===== config.mk =====
export PLATFORM = sky130hd
export DESIGN_NAME = lsu_sram_bridge
export DESIGN_NICKNAME = d
export VERILOG_FILES = /design/src/rtl/lsu_sram_bridge_pkg.sv /design/src/rtl/lsu_sram_bridge_lane.sv /design/src/rtl/lsu_sram_bridge.sv
export SDC_FILE = /design/constraint.sdc
export NUM_CORES = 1
export LEC_CHECK = 0
export ABC_AREA = 1
export ABC_CLOCK_PERIOD_IN_PS = 3800
export CORE_MARGIN = 4
export CORE_UTILIZATION = 32
export CTS_BUF_LIST = sky130_fd_sc_hd__clkbuf_4 sky130_fd_sc_hd__clkbuf_8
export DETAILED_ROUTE_END_ITERATION = 10
export SYNTH_ARGS = -nofsm -noshare
export SYNTH_HDL_FRONTEND = slang
export SYNTH_SLANG_ARGS = --single-unit

===== constraint.sdc =====
create_clock -name clk -period 3.8 [get_ports clk]
set_input_delay 0.57 -clock clk [delete_from_list [all_inputs] [get_ports clk]]
set_output_delay 0.57 -clock clk [all_outputs]
set_load 0.01 [all_outputs]

===== src/rtl/lsu_sram_bridge_pkg.sv =====
// Shared types and codes for the LSU-to-SRAM-bus bridge.
package lsu_sram_bridge_pkg;

  typedef enum logic [1:0] {
    BRG_IDLE = 2'd0,
    BRG_REQ  = 2'd1,
    BRG_WAIT = 2'd2,
    BRG_DONE = 2'd3
  } brg_state_t;

  localparam logic [1:0] SZ_BYTE = 2'd0;
  localparam logic [1:0] SZ_HALF = 2'd1;
  localparam logic [1:0] SZ_WORD = 2'd2;

endpackage


===== src/rtl/lsu_sram_bridge_lane.sv =====
// Lane alignment: forms bus size/strobe/address from LSU byte enables and
// right-justifies returned read data by the captured byte offset.
module lsu_lane_align
  import lsu_sram_bridge_pkg::*;
(
  input  logic [3:0]  wen,
  input  logic [31:0] addr,
  input  logic [1:0]  rd_off,
  input  logic [31:0] bus_rdata,
  output logic        wr,
  output logic [1:0]  size,
  output logic [3:0]  wstrb,
  output logic [31:0] bus_addr,
  output logic [31:0] rdata_shifted
);

  logic [1:0] off;
  assign off = addr[1:0];

  always_comb begin
    wr       = |wen;
    size     = SZ_WORD;
    wstrb    = 4'b0000;
    bus_addr = {addr[31:2], 2'b00};
    if (wr) begin
      bus_addr = addr;
      wstrb    = wen << off;
      if (wen[3])      size = SZ_WORD;
      else if (wen[1]) size = SZ_HALF;
      else             size = SZ_BYTE;
    end
  end

  assign rdata_shifted = bus_rdata >> {rd_off, 3'b000};

endmodule


===== src/rtl/lsu_sram_bridge.sv =====
// Converts single-cycle LSU data RAM accesses into req/addr_ok/data_ok bus
// transactions, stalling the pipeline until each one completes.
//
// state     | meaning
// BRG_IDLE  | no transaction; capture a new EX access
// BRG_REQ   | request asserted, waiting for addr_ok
// BRG_WAIT  | request accepted, waiting for data_ok
// BRG_DONE  | access complete; pipeline advances EX->MEM this cycle
module lsu_sram_bridge
  import lsu_sram_bridge_pkg::*;
(
  input  logic        clk,
  input  logic        rst,
  input  logic        data_ram_en,
  input  logic [3:0]  data_ram_wen,
  input  logic [31:0] data_ram_addr,
  input  logic [31:0] data_ram_wdata,
  output logic [31:0] data_ram_rdata,
  input  logic        flush,
  output logic        stall_req,
  output logic        data_sram_req,
  output logic        data_sram_wr,
  output logic [1:0]  data_sram_size,
  output logic [31:0] data_sram_addr,
  output logic [3:0]  data_sram_wstrb,
  output logic [31:0] data_sram_wdata,
  input  logic        data_sram_addr_ok,
  input  logic        data_sram_data_ok,
  input  logic [31:0] data_sram_rdata
);

  brg_state_t  state, state_nxt;
  logic        cancel, cancel_nxt;
  logic        capture, resp, cancel_eff;
  logic [1:0]  off_q;

  logic        fm_wr;
  logic [1:0]  fm_size;
  logic [3:0]  fm_wstrb;
  logic [31:0] fm_addr, rdata_shifted;

  lsu_lane_align u_lane (
    .wen           (data_ram_wen),
    .addr          (data_ram_addr),
    .rd_off        (off_q),
    .bus_rdata     (data_sram_rdata),
    .wr            (fm_wr),
    .size          (fm_size),
    .wstrb         (fm_wstrb),
    .bus_addr      (fm_addr),
    .rdata_shifted (rdata_shifted)
  );

  // A flush landing in the completing cycle still discards the result.
  assign cancel_eff = cancel | flush;
  assign resp = ((state == BRG_WAIT) & data_sram_data_ok) |
                ((state == BRG_REQ) & data_sram_addr_ok & data_sram_data_ok);

  always_comb begin
    state_nxt     = state;
    cancel_nxt    = cancel;
    stall_req     = 1'b0;
    data_sram_req = 1'b0;
    capture       = 1'b0;
    unique case (state)
      BRG_IDLE: begin
        stall_req = data_ram_en & ~flush;
        if (data_ram_en & ~flush) begin
          capture   = 1'b1;
          state_nxt = BRG_REQ;
        end
      end
      BRG_REQ: begin
        data_sram_req = 1'b1;
        stall_req     = ~cancel_eff;
        cancel_nxt    = cancel_eff;
        if (data_sram_addr_ok) state_nxt = BRG_WAIT;
      end
      BRG_WAIT: begin
        stall_req  = ~cancel_eff;
        cancel_nxt = cancel_eff;
      end
      BRG_DONE: state_nxt = BRG_IDLE;
      default:  state_nxt = BRG_IDLE;
    endcase
    if (resp) begin
      state_nxt  = cancel_eff ? BRG_IDLE : BRG_DONE;
      cancel_nxt = 1'b0;
    end
  end

  always_ff @(posedge clk or posedge rst) begin
    if (rst) begin
      state  <= BRG_IDLE;
      cancel <= 1'b0;
    end else begin
      state  <= state_nxt;
      cancel <= cancel_nxt;
    end
  end

  always_ff @(posedge clk or posedge rst) begin
    if (rst) begin
      data_sram_wr    <= 1'b0;
      data_sram_size  <= 2'd0;
      data_sram_addr  <= 32'd0;
      data_sram_wstrb <= 4'd0;
      data_sram_wdata <= 32'd0;
      off_q           <= 2'd0;
    end else if (capture) begin
      data_sram_wr    <= fm_wr;
      data_sram_size  <= fm_size;
      data_sram_addr  <= fm_addr;
      data_sram_wstrb <= fm_wstrb;
      data_sram_wdata <= data_ram_wdata;
      off_q           <= data_ram_addr[1:0];
    end
  end

  always_ff @(posedge clk or posedge rst) begin
    if (rst) data_ram_rdata <= 32'd0;
    else if (resp & ~cancel_eff & ~data_sram_wr) data_ram_rdata <= rdata_shifted;
  end

endmodule


==> results by group, run 1 <==
GRT
  – Grt met3 use: 8.53%
  – Congestion Overflow GR: 0
  – Global-route wire length before repair: around 24 mm
  – Pin count of the biggest net entering global routing: 77
  – Grt met2 use: about a quarter
  – Initial antenna violation count: 0
  – Most Used Layer, Global Route: met2
  – Vias in the first global route: 4655
  – Gr usage total: 17.0%
  – GR Util met1: 21.7%

Logic synthesis
  – Area leader, netlist: dfrtp_1
  – Synth Instances: 665
  – Register area share after synthesis: 53.7%
  – Synth area leaders: dfrtp_1 (54%), nand2_1 (29%), nand3_1 (4.6%)
  – Cell Area, Synth: about 0.0050 mm^2
  – Synth top area share: a little over half
  – Avg Cell Area, Syn: 7.57 um^2
  – FF+latch count, synth: 108
  – Syn_nets: 776
  – Synth warn: 0
  – Cell variety after synth: 22

STA
  – FMAX: 392 MHz
  – Final setup vio count: 0
  – Worst Max-Slew Pin Slew: 0.934 ns
  – RSZ-0062 raised after global routing: false
  – Slew Limit Headroom: 37.7%
  – Fin crit share: ~67%
  – Setup TNS: 0 ns
  – Clock skew: 0.00886 ns
  – Min cycle time layout: 2.55 ns
  – Final Hold Fails: 0
  – Slew Viols, Final: 0

Route
  – Via count: 4658
  – Antenna viol nets, final: 0
  – Post-route DRC: 0
  – Drt via density: around 4.3
  – WL per Instance: ~14 um
  – Initial DRC count: approximately 210
  – Final WL: 15.0 mm
  – Detailed Routing Iterations Pass 1: 4

CTS
  – Post-CTS Setup Bufs: 0
  – Root buf cell: clkbuf_8
  – Worst-Skew Late Latency: 0.37 ns
  – Total CTS buffers: 9
  – Clk sinks: 108
  – Clock Pin Slew Worst Setup and Hold Paths: 0.09 ns
  – Post-CTS Resized: 0
  – Hold bufs inserted after CTS: 0
  – CTS tree: done
  – H-tree Lvls: 3
  – Max clock buf depth: 2

Floorplan
  – Die area: 0.0178 mm^2
  – Chip Width: 133 um
  – # rows: 45
  – Die Ht: 133 um
  – Starting density of the core: 32.9%
  – Core Box Area: 0.0153 mm^2
  – Ports: between 200 and 250

Min path
  – Hold depth: 2
  – Worst Hold Endpoint: data_sram_addr[8]$_DFFE_PP0P_
  – Hold path start: data_sram_addr[8]$_DFFE_PP0P_
  – Worst hold path class: flop to flop

Cells and area
  – Fill count: 1523
  – Synth-to-layout area growth: 48.4%
  – Most common cell after layout, fill and taps aside: nand2_1
  – Antenna cells: 0
  – Multi-input gate area: 0.00198 mm^2
  – Most frequent cells in the layout: nand2_1 (394), clkdlybuf4s50_1 (210), dfrtp_1 (108)
  – Share of cells above drive strength 1: 3.58%
  – Final-stage net count: 971
  – Sequential cell area: 0.00270 mm^2
  – Fin util: between 40% and 50%

Critical path
  – CP Capture Type: output port
  – FF-to-FF Start: state[0]$_DFFE_PP0P_
  – Flop-to-flop setup slack: 1.60 ns
  – Worst r2r dst: data_sram_size[1]$_DFFE_PP0P_
  – Setup CP Type: primary input to output port
  – Max FO, Critical Path: 3
  – Startpoint types: primary input
  – Worst r2r path cells: 7
  – CP Data Required Time: around 3.2 ns
  – Worst Path Arrival: 1.98 ns

Power and ir drop
  – Peak supply drop: 0.354 mV
  – Pleak: between 3 and 4 nW
  – PwrDens: 718 mW/mm^2

Run status
  – Status: complete, no violations

Run
  – Max_cap viols: 0

Placement
  – I/O Buffers: 210
  – GPL Wtd Cong: 0.800
  – Post-DP HPWL: between 10 and 15 mm
[cells in the mapped netlist (all sizes together)]
master and instances:
clkbuf 7, ha 5, nand4 1, nand2 395, dfrtp 108, o21ai 5, buf 26, nand3 48
nor3 8, o31ai 1, o21a 1, a21oi 3, nor2 13, inv 44
[routing by layer]
metal / part of all wire [%] / wire [um]
met5: 0 / 0
met4: 0.76 / 114
met3: 11 / 1650
met2: 46 / 6920
met1: 42 / 6300
[kinds of logic after synthesis]
| kind of cell | count (synthesis) | share of synthesized area [%] |
|---|---|---|
| AOI/OAI and AO/OA | 10 | 1.09 |
| adders and majority gates | 5 | 1.24 |
| buffers and inverters | 77 | 6.96 |
| DFF | 108 | 53.7 |
| and+or+nand+nor | 465 | 37.0 |
[final cells by class]
type	count	share of cell area, %
Tap cell	211	3.53
Multi-Input combinational cell	480	26.5
Timing Repair Buffer	217	29.0
Sequential cell	108	36.2
Clock inverter	4	0.419
Inverter	44	2.24
Clock buffer	12	2.13
[registers in the layout, summed over array words and instances (netlist names)]
signal / count
data_ram_rdata: 32
data_sram_size: 2
data_sram_wstrb: 4
data_sram_wdata: 32
cancel: 1
data_sram_addr: 32
state: 2
off_q: 2
data_sram_wr: 1
[per-stage QoR]
stage	hold slack (ns)	power [W]	cell area (um^2)	std cells	setup WS, ns
after floorplan	0.511	0.00327	5030	665	0.384
after global placement	0.461	0.00473	7280	1060	1.22
after detailed placement	0.464	0.00474	7280	1060	1.21
after CTS	0.489	0.00546	7470	1076	1.22
after global routing	0.506	0.00582	7470	1076	1.10
final	0.484	0.00536	7470	1076	1.25
[critical path, stage by stage]
cell	delay [ns]
clkdlybuf4s50_1	0.45
nor2_2	0.21
nand2_1	0.07
a21oi_1	0.13
clkdlybuf4s50_1	0.55
[worst max-delay path by stage]
stage	cells past startpoint	to	slack, ns	start
floorplan	1	cancel$_DFFE_PP0P_	0.38	rst
global placement	7	data_sram_size[1]$_DFFE_PP0P_	1.22	flush
detailed placement	7	data_sram_size[1]$_DFFE_PP0P_	1.21	flush
CTS	5	stall_req	1.22	state[0]$_DFFE_PP0P_
global route	5	stall_req	1.10	state[0]$_DFFE_PP0P_
finish	5	stall_req	1.25	flush
[where the power goes]
part / internal [W] / switching (W)
Sequential: 0.00167 / 0.000314
Combinational: 0.00137 / 0.00131
Clock: 0.000286 / 0.000402
Total: 0.00333 / 0.00203
(Power assumes the default switching activity.)
==> run 2, diff against run 1 <==
- ABC_CLOCK_PERIOD_IN_PS: 3800 -> 2600
- clock period: 3.8 -> 2.6 ns (I/O delays scaled with it)
==> results by group, run 2 (synthesized netlist as in run 1, its figures left out) <==
Run status
  – Status: complete, no violations

Placement
  – GPL Wtd Cong: 0.822 (+2.8%)
  – Place WS: 0.392 ns (-0.818 ns)
  – I/O Buffers: 210 (unchanged)
  – Post-DP HPWL: 10.7 mm (about the same)
  – Total placed cells including tap cells: 1062 (+0.19%)

Critical path
  – Startpoint types: flop
  – Worst r2r dst: data_sram_size[1]$_DFFE_PP0P_
  – CP Capture Point: stall_req
  – Crit. Startpoint: state[0]$_DFFE_PP0P_
  – Flop-to-flop setup slack: 0.63 ns (-0.97 ns)
  – Worst Path Arrival: 2.00 ns (+0.02 ns)
  – Max FO, Critical Path: 5 (+2)
  – FF-to-FF Start: state[0]$_DFFE_PP0P_
  – CP Capture Type: output port
  – Worst r2r path cells: 8 (+1)
  – Setup CP Type: flop to output port
  – CP Data Required Time: 2.21 ns (-1.02 ns)

Power and ir drop
  – Peak supply drop: 0.544 mV (+54%)
  – Pleak: 3.84 nW (about the same)
  – PwrDens: 1060 mW/mm^2 (+48%)

STA
  – Fin crit share: 91.8%
  – WHS: 0.486 ns (+0.00155 ns)
  – Final Hold Fails: 0 (unchanged)
  – Final setup vio count: 0 (unchanged)
  – Clock skew: 0.0130 ns (+0.00414 ns)
  – FMAX: around 420 MHz
  – Slew Limit Headroom: 60.4% (+23 points)
  – Worst setup margin: 0.213 ns (-1.03 ns)
  – Min cycle time layout: 2.39 ns
  – RSZ-0062 raised after global routing: false
  – Slew Viols, Final: 0 (unchanged)
  – Worst Max-Slew Pin Slew: 0.594 ns (-0.339 ns)
  – Setup TNS: 0 ns (unchanged)

GRT
  – Pin count of the biggest net entering global routing: 109 (+42%)
  – Gr usage total: 17.0% (about the same)
  – Vias in the first global route: 4618 (-0.79%)
  – Initial antenna violation count: 0 (unchanged)
  – Congestion Overflow GR: 0 (unchanged)
  – Global-route wire length before repair: 24.3 mm (+0.23%)

CTS
  – Clk sinks: 108 (unchanged)
  – Total CTS buffers: 9 (unchanged)
  – Clock Pin Slew Worst Setup and Hold Paths: 0.10 ns (about the same)
  – Hold bufs inserted after CTS: 0 (unchanged)
  – Root buf cell: clkbuf_8
  – Post-CTS Resized: 0 (unchanged)
  – CTS tree: done
  – Max clock buf depth: 2 (unchanged)
  – Worst-Skew Late Latency: 0.38 ns (about the same)
  – H-tree Lvls: 3 (unchanged)
  – Post-CTS Setup Bufs: 0 (unchanged)

Floorplan
  – Die Ht: 133 um (unchanged)
  – Ports: 211 (unchanged)
  – # rows: 45 (unchanged)
  – Chip Width: 133 um (unchanged)
  – Starting density of the core: 32.9% (unchanged)
  – Die area: 0.0178 mm^2 (unchanged)
  – Core Box Area: 0.0153 mm^2 (unchanged)

Cells and area
  – Most frequent cells in the layout: nand2_1 (394), clkdlybuf4s50_1 (210), dfrtp_1 (108)
  – Synth-to-layout area growth: 49.1%
  – Top Registers: data_ram_rdata x32, data_sram_addr x32, data_sram_wdata x32
  – Final-stage net count: 973 (+0.21%)
  – Most common cell after layout, fill and taps aside: nand2_1
  – Antenna cells: 0 (unchanged)
  – Share of cells above drive strength 1: 3.81% (+0.22 points)
  – Finished Layout Cells: 1078 (+0.19%)

Run
  – Max_cap viols: 0 (unchanged)

Route
  – Initial DRC count: 209 (unchanged)
  – Detailed Routing Iterations Pass 1: 4 (unchanged)
  – Post-route DRC: 0 (unchanged)
  – Antenna viol nets, final: 0 (unchanged)
  – Via count: 4661 (+0.064%)
  – Drt via density: 4.32 (-0.12%)
  – WL per Instance: 14.0 um (+0.63%)
  – Final WL: 15.1 mm (+0.82%)

Min path
  – Worst hold path class: flop to flop
run 2: cell count changes in the layout (fill, tap and decap cells not counted):
cell,previous run,this run
clkbuf_8,11,10
inv_4,1,0
buf_4,6,8
bufinv_16,0,1
clkbuf_4,1,0
clkinvlp_4,2,5
clkinv_2,1,0
run 2: cell type report:
cell class	count	area (um^2)
Tap cell	211	264
Timing Repair Buffer	219	2180
Multi-Input combinational cell	480	1980
Inverter	44	169
Sequential cell	108	2700
Clock inverter	6	71.3
Clock buffer	10	138
Fill cell	1558	7810
run 2: worst min-delay path by stage:
stage	from	end	depth (start not counted)
after floorplan	data_sram_data_ok	cancel$_DFFE_PP0P_	1
after global placement	data_ram_rdata[3]$_DFFE_PP0P_	data_ram_rdata[3]$_DFFE_PP0P_	2
after detailed placement	data_sram_addr[8]$_DFFE_PP0P_	data_sram_addr[8]$_DFFE_PP0P_	2
after CTS	data_sram_wdata[17]$_DFFE_PP0P_	data_sram_wdata[17]$_DFFE_PP0P_	2
after global routing	data_ram_wdata[22]	data_sram_wdata[22]$_DFFE_PP0P_	3
final	data_ram_rdata[27]$_DFFE_PP0P_	data_ram_rdata[27]$_DFFE_PP0P_	2
run 2: metrics by stage:
stage / power [W] / util [%] / cell area [um^2]
after floorplan: 0.00479 / - / 5040
after global placement: 0.00692 / 47.7 / 7300
after detailed placement: 0.00693 / 47.7 / 7300
after CTS: 0.00808 / 49.0 / 7510
after global routing: 0.00861 / 49.0 / 7510
final: 0.00795 / 49.0 / 7510
run 2: critical path, stage by stage, from the launching register on:
cell and delay [ns]:
dfrtp_1 0.45, inv_1 0.09, ha_1 0.33, nand2_1 0.06, a21oi_1 0.14, clkdlybuf4s50_1 0.55
run 2: report_power, final:
part	total [W]	switching, W	internal, W
sequential	0.00290	0.000457	0.00245
clock	0.00109	0.000615	0.000478
combinational	0.00395	0.00193	0.00202
run 2: layer usage:
layer | vias to the layer above | part of all wire, % | track usage [%]
met4 | 0 | 1.2 | 4.91
met2 | 145 | 45 | 26.9
met3 | 14 | 11 | 7.74
li1 | 2399 | - | -
met1 | 2103 | 43 | 21.1
met5 | - | 0 | 0
